**config.mk**
```make
export PLATFORM = sky130hd
export DESIGN_NAME = can_tx_scheduler_flat
export DESIGN_NICKNAME = d
export VERILOG_FILES = /design/src/rtl/can_tx_scheduler_if.sv /design/src/rtl/can_tx_scheduler.sv /design/src/flat_wrapper.sv
export SDC_FILE = /design/constraint.sdc
export NUM_CORES = 1
export LEC_CHECK = 0
export BUFFER_PORTS_ARGS = -buffer_cell sky130_fd_sc_hd__buf_2
export CAP_MARGIN = 10
export CORE_AREA = 2 2 163 165
export DETAILED_ROUTE_END_ITERATION = 10
export DIE_AREA = 0 0 165 167
export GPL_ROUTABILITY_DRIVEN = 0
export PLACE_DENSITY_LB_ADDON = 0.25
export SKIP_LAST_GASP = 1
export SYNTH_ARGS = -nofsm -noshare
export SYNTH_HDL_FRONTEND = slang
export SYNTH_SLANG_ARGS = --single-unit
```
**constraint.sdc**
```tcl
create_clock -name sys_clk -period 8.11 [get_ports sys_clk]
set_clock_uncertainty 0.1 [all_clocks]
set_input_delay 0.4055 -clock sys_clk [delete_from_list [all_inputs] [get_ports sys_clk]]
set_output_delay 0.4055 -clock sys_clk [all_outputs]
set_load 0.05 [all_outputs]
```
**src/rtl/can_tx_scheduler_if.sv**
```systemverilog
// Mailbox-side and frame-engine-side signals of the CAN transmit scheduler.
interface can_tx_scheduler_if #(
    parameter int unsigned NUM_MB = 4
);
    logic [NUM_MB-1:0]    mb_req;
    logic [11*NUM_MB-1:0] mb_id;
    logic [4*NUM_MB-1:0]  mb_dlc;
    logic [64*NUM_MB-1:0] mb_data;
    logic                 bus_idle;
    logic                 tx_done;
    logic                 tx_lost;
    logic                 tx_err;
    logic                 tx_start;
    logic [10:0]          tx_id;
    logic [3:0]           tx_dlc;
    logic [63:0]          tx_data;
    logic [NUM_MB-1:0]    mb_pending;
    logic [NUM_MB-1:0]    mb_done;
    logic [NUM_MB-1:0]    mb_abort;
    logic [2:0]           active_mb;

    modport master (
        output mb_req, mb_id, mb_dlc, mb_data, bus_idle, tx_done, tx_lost, tx_err,
        input  tx_start, tx_id, tx_dlc, tx_data, mb_pending, mb_done, mb_abort, active_mb
    );

    modport slave (
        input  mb_req, mb_id, mb_dlc, mb_data, bus_idle, tx_done, tx_lost, tx_err,
        output tx_start, tx_id, tx_dlc, tx_data, mb_pending, mb_done, mb_abort, active_mb
    );
endinterface

```
**src/rtl/can_tx_scheduler.sv**
```systemverilog
// CAN transmit mailbox scheduler: lowest-ID arbitration, frame launch and retry control.
// Define CAN_RETRY_LIMIT_EN to add per-mailbox failure counters that abort at RETRY_MAX.
module can_tx_scheduler #(
    parameter int unsigned NUM_MB    = 4,
    parameter int unsigned RETRY_MAX = 8
) (
    input logic               sys_clk,
    input logic               reset_n,
    can_tx_scheduler_if.slave bus
);
    localparam int unsigned ID_W   = 11;
    localparam int unsigned DLC_W  = 4;
    localparam int unsigned DATA_W = 64;

    localparam logic [2:0] S_IDLE   = 3'd0;
    localparam logic [2:0] S_SELECT = 3'd1;
    localparam logic [2:0] S_LAUNCH = 3'd2;
    localparam logic [2:0] S_ACTIVE = 3'd3;
    localparam logic [2:0] S_RETIRE = 3'd4;

    if (NUM_MB < 2 || NUM_MB > 8 || RETRY_MAX < 1 || RETRY_MAX > 15) begin : g_param_check
        $error("can_tx_scheduler: NUM_MB must be 2..8 and RETRY_MAX 1..15");
    end

    logic [2:0]        state, state_nxt;
    logic [NUM_MB-1:0] pending, pending_nxt;
    logic [NUM_MB-1:0] clr_mask, abort_clr;
    logic              tx_start_q, tx_start_nxt;
    logic [ID_W-1:0]   tx_id_q, tx_id_nxt;
    logic [DLC_W-1:0]  tx_dlc_q, tx_dlc_nxt;
    logic [DATA_W-1:0] tx_data_q, tx_data_nxt;
    logic [2:0]        active_q, active_nxt;
    logic [NUM_MB-1:0] done_q, done_nxt;
    logic [NUM_MB-1:0] act_oh;

    logic              win_found;
    logic [2:0]        win_idx;
    logic [ID_W-1:0]   win_id;
    logic [DLC_W-1:0]  win_dlc;
    logic [DATA_W-1:0] win_data;

    // Lowest ID among pending mailboxes; strict compare keeps the lowest index on a tie.
    always_comb begin
        win_found = 1'b0;
        win_idx   = '0;
        win_id    = '0;
        win_dlc   = '0;
        win_data  = '0;
        for (int k = 0; k < NUM_MB; k++) begin
            if (pending[k] && (!win_found || (bus.mb_id[ID_W*k +: ID_W] < win_id))) begin
                win_found = 1'b1;
                win_idx   = 3'(k);
                win_id    = bus.mb_id[ID_W*k +: ID_W];
                win_dlc   = bus.mb_dlc[DLC_W*k +: DLC_W];
                win_data  = bus.mb_data[DATA_W*k +: DATA_W];
            end
        end
    end

    always_comb begin
        act_oh = '0;
        for (int k = 0; k < NUM_MB; k++) act_oh[k] = (active_q == 3'(k));
    end

    // Next-state and registered-output logic.
    always_comb begin
        state_nxt    = state;
        tx_start_nxt = 1'b0;
        tx_id_nxt    = tx_id_q;
        tx_dlc_nxt   = tx_dlc_q;
        tx_data_nxt  = tx_data_q;
        active_nxt   = active_q;
        done_nxt     = '0;
        clr_mask     = '0;
        case (state)
            S_IDLE: begin
                if (|pending) state_nxt = S_SELECT;
            end
            S_SELECT: begin
                tx_id_nxt    = win_id;
                tx_dlc_nxt   = (win_dlc > 4'd8) ? 4'd8 : win_dlc;
                tx_data_nxt  = win_data;
                active_nxt   = win_idx;
                tx_start_nxt = bus.bus_idle;
                state_nxt    = S_LAUNCH;
            end
            S_LAUNCH: begin
                // The pulse is already on the wire this cycle; hand over to the engine.
                if (tx_start_q) state_nxt = S_ACTIVE;
                else            tx_start_nxt = bus.bus_idle;
            end
            S_ACTIVE: begin
                if (bus.tx_done) begin
                    state_nxt = S_RETIRE;
                    done_nxt  = act_oh;
                    clr_mask  = act_oh;
                end else if (bus.tx_lost || bus.tx_err) begin
                    state_nxt = S_IDLE;
                end
            end
            S_RETIRE: state_nxt = S_IDLE;
            default:  state_nxt = S_IDLE;
        endcase
    end

`ifdef CAN_RETRY_LIMIT_EN
    logic [3:0]        fail_cnt     [NUM_MB];
    logic [3:0]        fail_cnt_nxt [NUM_MB];
    logic [NUM_MB-1:0] abort_q, abort_nxt;
    logic              fail_ev;

    // Saturating per-mailbox failure count; reaching RETRY_MAX drops the mailbox.
    always_comb begin
        fail_ev   = (state == S_ACTIVE) && !bus.tx_done && (bus.tx_lost || bus.tx_err);
        abort_nxt = '0;
        for (int k = 0; k < NUM_MB; k++) begin
            fail_cnt_nxt[k] = fail_cnt[k];
            if (act_oh[k]) begin
                if (done_nxt[k]) begin
                    fail_cnt_nxt[k] = '0;
                end else if (fail_ev) begin
                    if (({1'b0, fail_cnt[k]} + 5'd1) >= 5'(RETRY_MAX)) begin
                        abort_nxt[k]    = 1'b1;
                        fail_cnt_nxt[k] = '0;
                    end else if (fail_cnt[k] != 4'hF) begin
                        fail_cnt_nxt[k] = fail_cnt[k] + 4'd1;
                    end
                end
            end
        end
    end

    always_ff @(posedge sys_clk or negedge reset_n) begin
        if (!reset_n) begin
            abort_q <= '0;
            for (int k = 0; k < NUM_MB; k++) fail_cnt[k] <= '0;
        end else begin
            abort_q <= abort_nxt;
            for (int k = 0; k < NUM_MB; k++) fail_cnt[k] <= fail_cnt_nxt[k];
        end
    end

    assign abort_clr    = abort_nxt;
    assign bus.mb_abort = abort_q;
`else
    assign abort_clr    = '0;
    assign bus.mb_abort = '0;
`endif

    // A request landing on the retire edge re-arms the mailbox.
    assign pending_nxt = (pending & ~(clr_mask | abort_clr)) | bus.mb_req;

    always_ff @(posedge sys_clk or negedge reset_n) begin
        if (!reset_n) begin
            state      <= S_IDLE;
            pending    <= '0;
            tx_start_q <= 1'b0;
            tx_id_q    <= '0;
            tx_dlc_q   <= '0;
            tx_data_q  <= '0;
            active_q   <= '0;
            done_q     <= '0;
        end else begin
            state      <= state_nxt;
            pending    <= pending_nxt;
            tx_start_q <= tx_start_nxt;
            tx_id_q    <= tx_id_nxt;
            tx_dlc_q   <= tx_dlc_nxt;
            tx_data_q  <= tx_data_nxt;
            active_q   <= active_nxt;
            done_q     <= done_nxt;
        end
    end

    assign bus.tx_start   = tx_start_q;
    assign bus.tx_id      = tx_id_q;
    assign bus.tx_dlc     = tx_dlc_q;
    assign bus.tx_data    = tx_data_q;
    assign bus.active_mb  = active_q;
    assign bus.mb_pending = pending;
    assign bus.mb_done    = done_q;
endmodule

```
**src/flat_wrapper.sv**
```systemverilog
// flat-port wrapper written by rule: the top's interface ports become plain ports
module can_tx_scheduler_flat 
#(
    parameter int unsigned NUM_MB    = 4,
    parameter int unsigned RETRY_MAX = 8
)
  (sys_clk, reset_n, bus_mb_req, bus_mb_id, bus_mb_dlc, bus_mb_data, bus_bus_idle, bus_tx_done, bus_tx_lost, bus_tx_err, bus_tx_start, bus_tx_id, bus_tx_dlc, bus_tx_data, bus_mb_pending, bus_mb_done, bus_mb_abort, bus_active_mb);
  can_tx_scheduler_if #(.NUM_MB(NUM_MB)) bus_i ();
  input logic sys_clk;
  input logic reset_n;
  input wire logic [$bits(bus_i.mb_req)-1:0] bus_mb_req;
  input wire logic [$bits(bus_i.mb_id)-1:0] bus_mb_id;
  input wire logic [$bits(bus_i.mb_dlc)-1:0] bus_mb_dlc;
  input wire logic [$bits(bus_i.mb_data)-1:0] bus_mb_data;
  input wire logic [$bits(bus_i.bus_idle)-1:0] bus_bus_idle;
  input wire logic [$bits(bus_i.tx_done)-1:0] bus_tx_done;
  input wire logic [$bits(bus_i.tx_lost)-1:0] bus_tx_lost;
  input wire logic [$bits(bus_i.tx_err)-1:0] bus_tx_err;
  output wire logic [$bits(bus_i.tx_start)-1:0] bus_tx_start;
  output wire logic [$bits(bus_i.tx_id)-1:0] bus_tx_id;
  output wire logic [$bits(bus_i.tx_dlc)-1:0] bus_tx_dlc;
  output wire logic [$bits(bus_i.tx_data)-1:0] bus_tx_data;
  output wire logic [$bits(bus_i.mb_pending)-1:0] bus_mb_pending;
  output wire logic [$bits(bus_i.mb_done)-1:0] bus_mb_done;
  output wire logic [$bits(bus_i.mb_abort)-1:0] bus_mb_abort;
  output wire logic [$bits(bus_i.active_mb)-1:0] bus_active_mb;
  assign bus_i.mb_req = bus_mb_req;
  assign bus_i.mb_id = bus_mb_id;
  assign bus_i.mb_dlc = bus_mb_dlc;
  assign bus_i.mb_data = bus_mb_data;
  assign bus_i.bus_idle = bus_bus_idle;
  assign bus_i.tx_done = bus_tx_done;
  assign bus_i.tx_lost = bus_tx_lost;
  assign bus_i.tx_err = bus_tx_err;
  assign bus_tx_start = bus_i.tx_start;
  assign bus_tx_id = bus_i.tx_id;
  assign bus_tx_dlc = bus_i.tx_dlc;
  assign bus_tx_data = bus_i.tx_data;
  assign bus_mb_pending = bus_i.mb_pending;
  assign bus_mb_done = bus_i.mb_done;
  assign bus_mb_abort = bus_i.mb_abort;
  assign bus_active_mb = bus_i.active_mb;
  can_tx_scheduler #(.NUM_MB(NUM_MB), .RETRY_MAX(RETRY_MAX)) u_core (.sys_clk(sys_clk), .reset_n(reset_n), .bus(bus_i));
endmodule
```
==> results_tabular.tex <==
\begin{tabular}{lr}
\hline
Metric & Value \\
\hline
\multicolumn{2}{l}{\textbf{Critical path}} \\
Kind of launch point of the worst setup path & register \\
Standard cell with the maximum stage delay on the critical path & sky130\_fd\_sc\_hd\_\_dfrtp\_4 \\
Category of the critical setup timing path & reg -> reg \\
Arrival time reported for the critical path endpoint & 7.68 ns \\
Max stage delay on crit path & 0.69 ns \\
Maximum fanout encountered on the critical timing path & 59 \\
Endpoint class of the critical path & register \\
CP required & 8.27 ns \\
\multicolumn{2}{l}{\textbf{Power}} \\
Fraction of power consumed by combinational cells & 64.5\% \\
Share of power burned in the clock network & 11.9\% \\
Switching power summed over all nets & 1.98 mW \\
Power share of the sequential group & 23.5\% \\
Lkg Pwr & 4.43 nW \\
Highest ir drop seen on vdd & $\sim$0.27 mV \\
Sw Ratio & 56.4\% \\
Power per cell area & 380 mW/mm\^{}2 \\
Final total power & 3.50 mW \\
Internal Pwr Total & 1.53 mW \\
\multicolumn{2}{l}{\textbf{GRT}} \\
GR Util met1 & between 20 and 25\% \\
Maximum number of pins on one net before global-route repair & between 90 and 100 \\
Total grt overflow & 0 \\
Number of global-route vias before repair & 7,465 \\
Highest-utilization routing layer at the global route stage & met2 \\
Wire length of the first global-routing pass & 41.2 mm \\
Met2 track demand over resource in global routing & 34.3\% \\
Number of antenna violations at the first check in global routing & 4 \\
Total global routing track utilization & between 10\% and 20\% \\
Met3 usage & 4.78\% \\
\multicolumn{2}{l}{\textbf{Yosys}} \\
Synth Warn \# & 0 \\
Flip-flop and latch count after synthesis & 93 \\
Post-Syn Area per Cell & 7.43 sq um \\
Sequential fraction of the synthesis area & approximately a third \\
Cell variety after synth & 49 \\
Mapped Area & 0.00660 sq mm \\
Synthesized instance count & 888 \\
\multicolumn{2}{l}{\textbf{Placed design}} \\
IO buf count & slightly above 400 \\
Placed insts & 1,573 \\
Placed wire-length estimate after detailed placement & 21.8 mm \\
Pre-CTS setup slack & $\sim$0.5 ns \\
\multicolumn{2}{l}{\textbf{Layout}} \\
Count of placed standard cells in the final layout, fillers left out & between 1.5k and 2k \\
Share of cells above drive strength 1 & 36.8\% \\
Area added between synthesis and finish & 39.7\% \\
Fin nets & 1,604 \\
Share of the core filled with cells & $\sim$36\% \\
\multicolumn{2}{l}{\textbf{STA}} \\
Number of hold-slack violations in the final timing report & 13 \\
Final setup slack of the worst path & 0.599 ns \\
Tcrit/Tclk final & 92.6\% \\
Count of pins over their slew limit & 0 \\
F\_max & 133 MHz \\
Hold slack final & -0.0153 ns \\
RSZ-0062 raised after global routing & false \\
Worst-margin pin slew & 0.896 ns \\
Relative max-transition margin & 40.2\% \\
Final setup violation count & 0 \\
Final TNS setup & 0 ns \\
Shortest period the worst path allows & 7.51 ns \\
\multicolumn{2}{l}{\textbf{Job}} \\
Number of violations of the max-capacitance limit & 0 \\
\multicolumn{2}{l}{\textbf{Min path}} \\
Tightest Hold Check Type & in -> async \\
\multicolumn{2}{l}{\textbf{Routing}} \\
Final ANT Viol Nets & 0 \\
Average wire per standard cell & 17.5 microns \\
Number of iterations in the first detailed-routing pass & 5 \\
Via count normalized by instance count & 5.01 \\
Overall routed net length & 27.9 mm \\
Number of vias in the routed layout & 7,972 \\
Initial detailed-routing violation count & around 470 \\
DRC violation count after routing & 0 \\
\multicolumn{2}{l}{\textbf{Run status}} \\
Status & complete, but fails checks \\
Violated checks & hold timing \\
\multicolumn{2}{l}{\textbf{Die}} \\
Die X-Extent & 165 microns \\
Starting Density & 25.6\% \\
Height of the die & roughly 170 microns \\
Overall die area & 0.0276 sq mm \\
Core box area & about 0.026 sq mm \\
\# IOs & 421 \\
Number of standard-cell rows in the floorplan & 59 \\
\multicolumn{2}{l}{\textbf{Clock tree}} \\
Number of buffers between clock root and the deepest sink & 2 \\
Clock buffer count from CTS & 9 \\
CTS tree & yes \\
Clock Latency Late Sink & 0.35 ns \\
H-tree levels & 3 \\
Clock sinks & 93 \\
Number of hold buffers added after cts & 0 \\
Cell at the root of the clock tree & sky130\_fd\_sc\_hd\_\_clkbuf\_16 \\
Clock-pin slew on the worst setup and hold paths & 0.07 ns \\
\hline
\end{tabular}
==> path summary, 6_finish.rpt <==
check | cells after the start | to | slack, ns | from
setup / recovery | 31 | u_core.bus.tx_data[45] | 0.60 | u_core.bus.mb_pending[0]
hold / removal | 1 | u_core.bus.tx_data[53] | -0.02 | reset_n
setup reg to reg | 31 | u_core.bus.tx_data[45] | 0.60 | u_core.bus.mb_pending[0]
hold reg to reg | 2 | u_core.bus.tx_data[20] | 0.45 | u_core.bus.tx_data[20]
max in group asynchronous | 2 | u_core.bus.tx_dlc[2] | 6.82 | reset_n
min in group sys_clk | 2 | u_core.bus.mb_pending[2] | 0.13 | bus_mb_req[2]
==> flip-flops by register name, indices dropped and copies added (netlist names) <==
name / cells
u_core.state: 3
u_core.bus.tx_data: 64
u_core.bus.tx_start: 1
u_core.bus.active_mb: 2
u_core.bus.tx_id: 11
u_core.bus.mb_pending: 4
u_core.bus.tx_dlc: 4
u_core.bus.mb_done: 4
==> metrics by stage <==
step                      area [sq um]  hold WS, ns
final                             9220      -0.0153
after global routing              9220       0.0274
after CTS                         9210       0.0150
after detailed placement          8920        0.392
after global placement            8920        0.378
after floorplan                   6620      0.00991
==> synth_stat cells, drive strengths merged <==
master,count,area [sq um]
nor2b,1,6.26
buf,20,125
o21a,3,22.5
nand3b,4,30.0
o2111ai,1,8.76
nor3b,6,45.0
a41oi,1,16.3
o21bai,2,15.0
a21boi,2,15.0
dfrtp,93,2330
a31oi,85,538
and4,2,17.5
and3b,1,8.76
a21o,5,37.5
a21oi,23,119
a211oi,3,27.5
or3,2,12.5
nand2,170,638
o31ai,1,7.51
and2,2,15.0
nand4,5,31.3
nand2b,3,18.8
o211ai,78,596
ha,29,363
nand3,135,676
o32ai,1,8.76
clkbuf,63,236
nor2,102,383
and3,4,25.0
mux2i,1,10.0
o21ai,20,104
inv,5,18.8
o22ai,2,12.5
conb,1,3.75
nor3,10,65.1
nand4b,1,8.76
o2bb2ai,1,8.76
==> layer usage <==
metal / wire, microns / share of wire, %
met1: 11000 / 39
met2: 13900 / 50
met3: 2480 / 8.9
met4: 449 / 1.6
met5: 27 / 0.097
==> cell type report <==
type                            count  area (sq um)
Inverter                            5          18.8
Antenna cell                        2          5.00
Timing Repair Buffer              429          2200
Clock buffer                       12           256
Multi-Input combinational cell    711          3960
Sequential cell                    93          2330
Clock inverter                      4          32.5
Tap cell                          335           419
Fill cell                        2797         16500
==> critical path: cells and delay by family (launching register included) <==
| kind | cells | cell delay [ns] |
|---|---|---|
| AOI/OAI and AO/OA | 16 | 3.00 |
| adders and majority gates | 3 | 0.92 |
| buffers and inverters | 2 | 0.61 |
| DFF | 1 | 0.69 |
| muxes | 1 | 0.25 |
| and+or+nand+nor | 9 | 1.75 |
==> cell families after synthesis <==
| logic type | count (synthesis) | share of synthesized area (%) |
|---|---|---|
| AOI/OAI and AO/OA | 228 | 23.3 |
| buffers and inverters | 88 | 5.76 |
| DFF | 93 | 35.3 |
| adders and majority gates | 29 | 5.50 |
| muxes | 1 | 0.152 |
| and+or+nand+nor | 448 | 30.0 |
| other | 1 | 0.0568 |
==> power groups by stage <==
stage / combinational (mW) / clock (mW) / sequential, mW
after floorplan: 0.953 / 0 / 1.53
after global placement: 2.27 / 0 / 0.830
after detailed placement: 2.28 / 0 / 0.832
after CTS: 2.28 / 0.436 / 0.828
after global routing: 2.46 / 0.447 / 0.853
final: 2.26 / 0.418 / 0.824
==> timing repair <==
item | CTS | global route
endpoints found under the setup margin | 0 | 59
setup buffers | 0 | 0
gates resized for setup | 0 | 2
==> cells in the final DEF (no fill, tap or decap), drive strengths merged, types with 2 or more instances in the layout <==
cell type  Yosys  final
nand3        135    135
ha            29     29
nor2         102    102
o21a           3      3
clkinvlp       0      2
a211oi         3      3
nand2        170    170
and3           4      4
o211ai        78     78
o22ai          2      2
and4           2      2
diode          0      2
clkinv         0      2
dfrtp         93     93
nand4          5      5
a21oi         23     23
o21ai         20     20
conb           1      5
or3            2      2
a21o           5      5
and2           2      2
a21boi         2      2
clkbuf        63     12
nor3b          6      6
o21bai         2      2
inv            5      5
nand3b         4      4
buf           20    429
nor3          10     10
nand2b         3      3
a31oi         85     85
(Power assumes the default switching activity.)
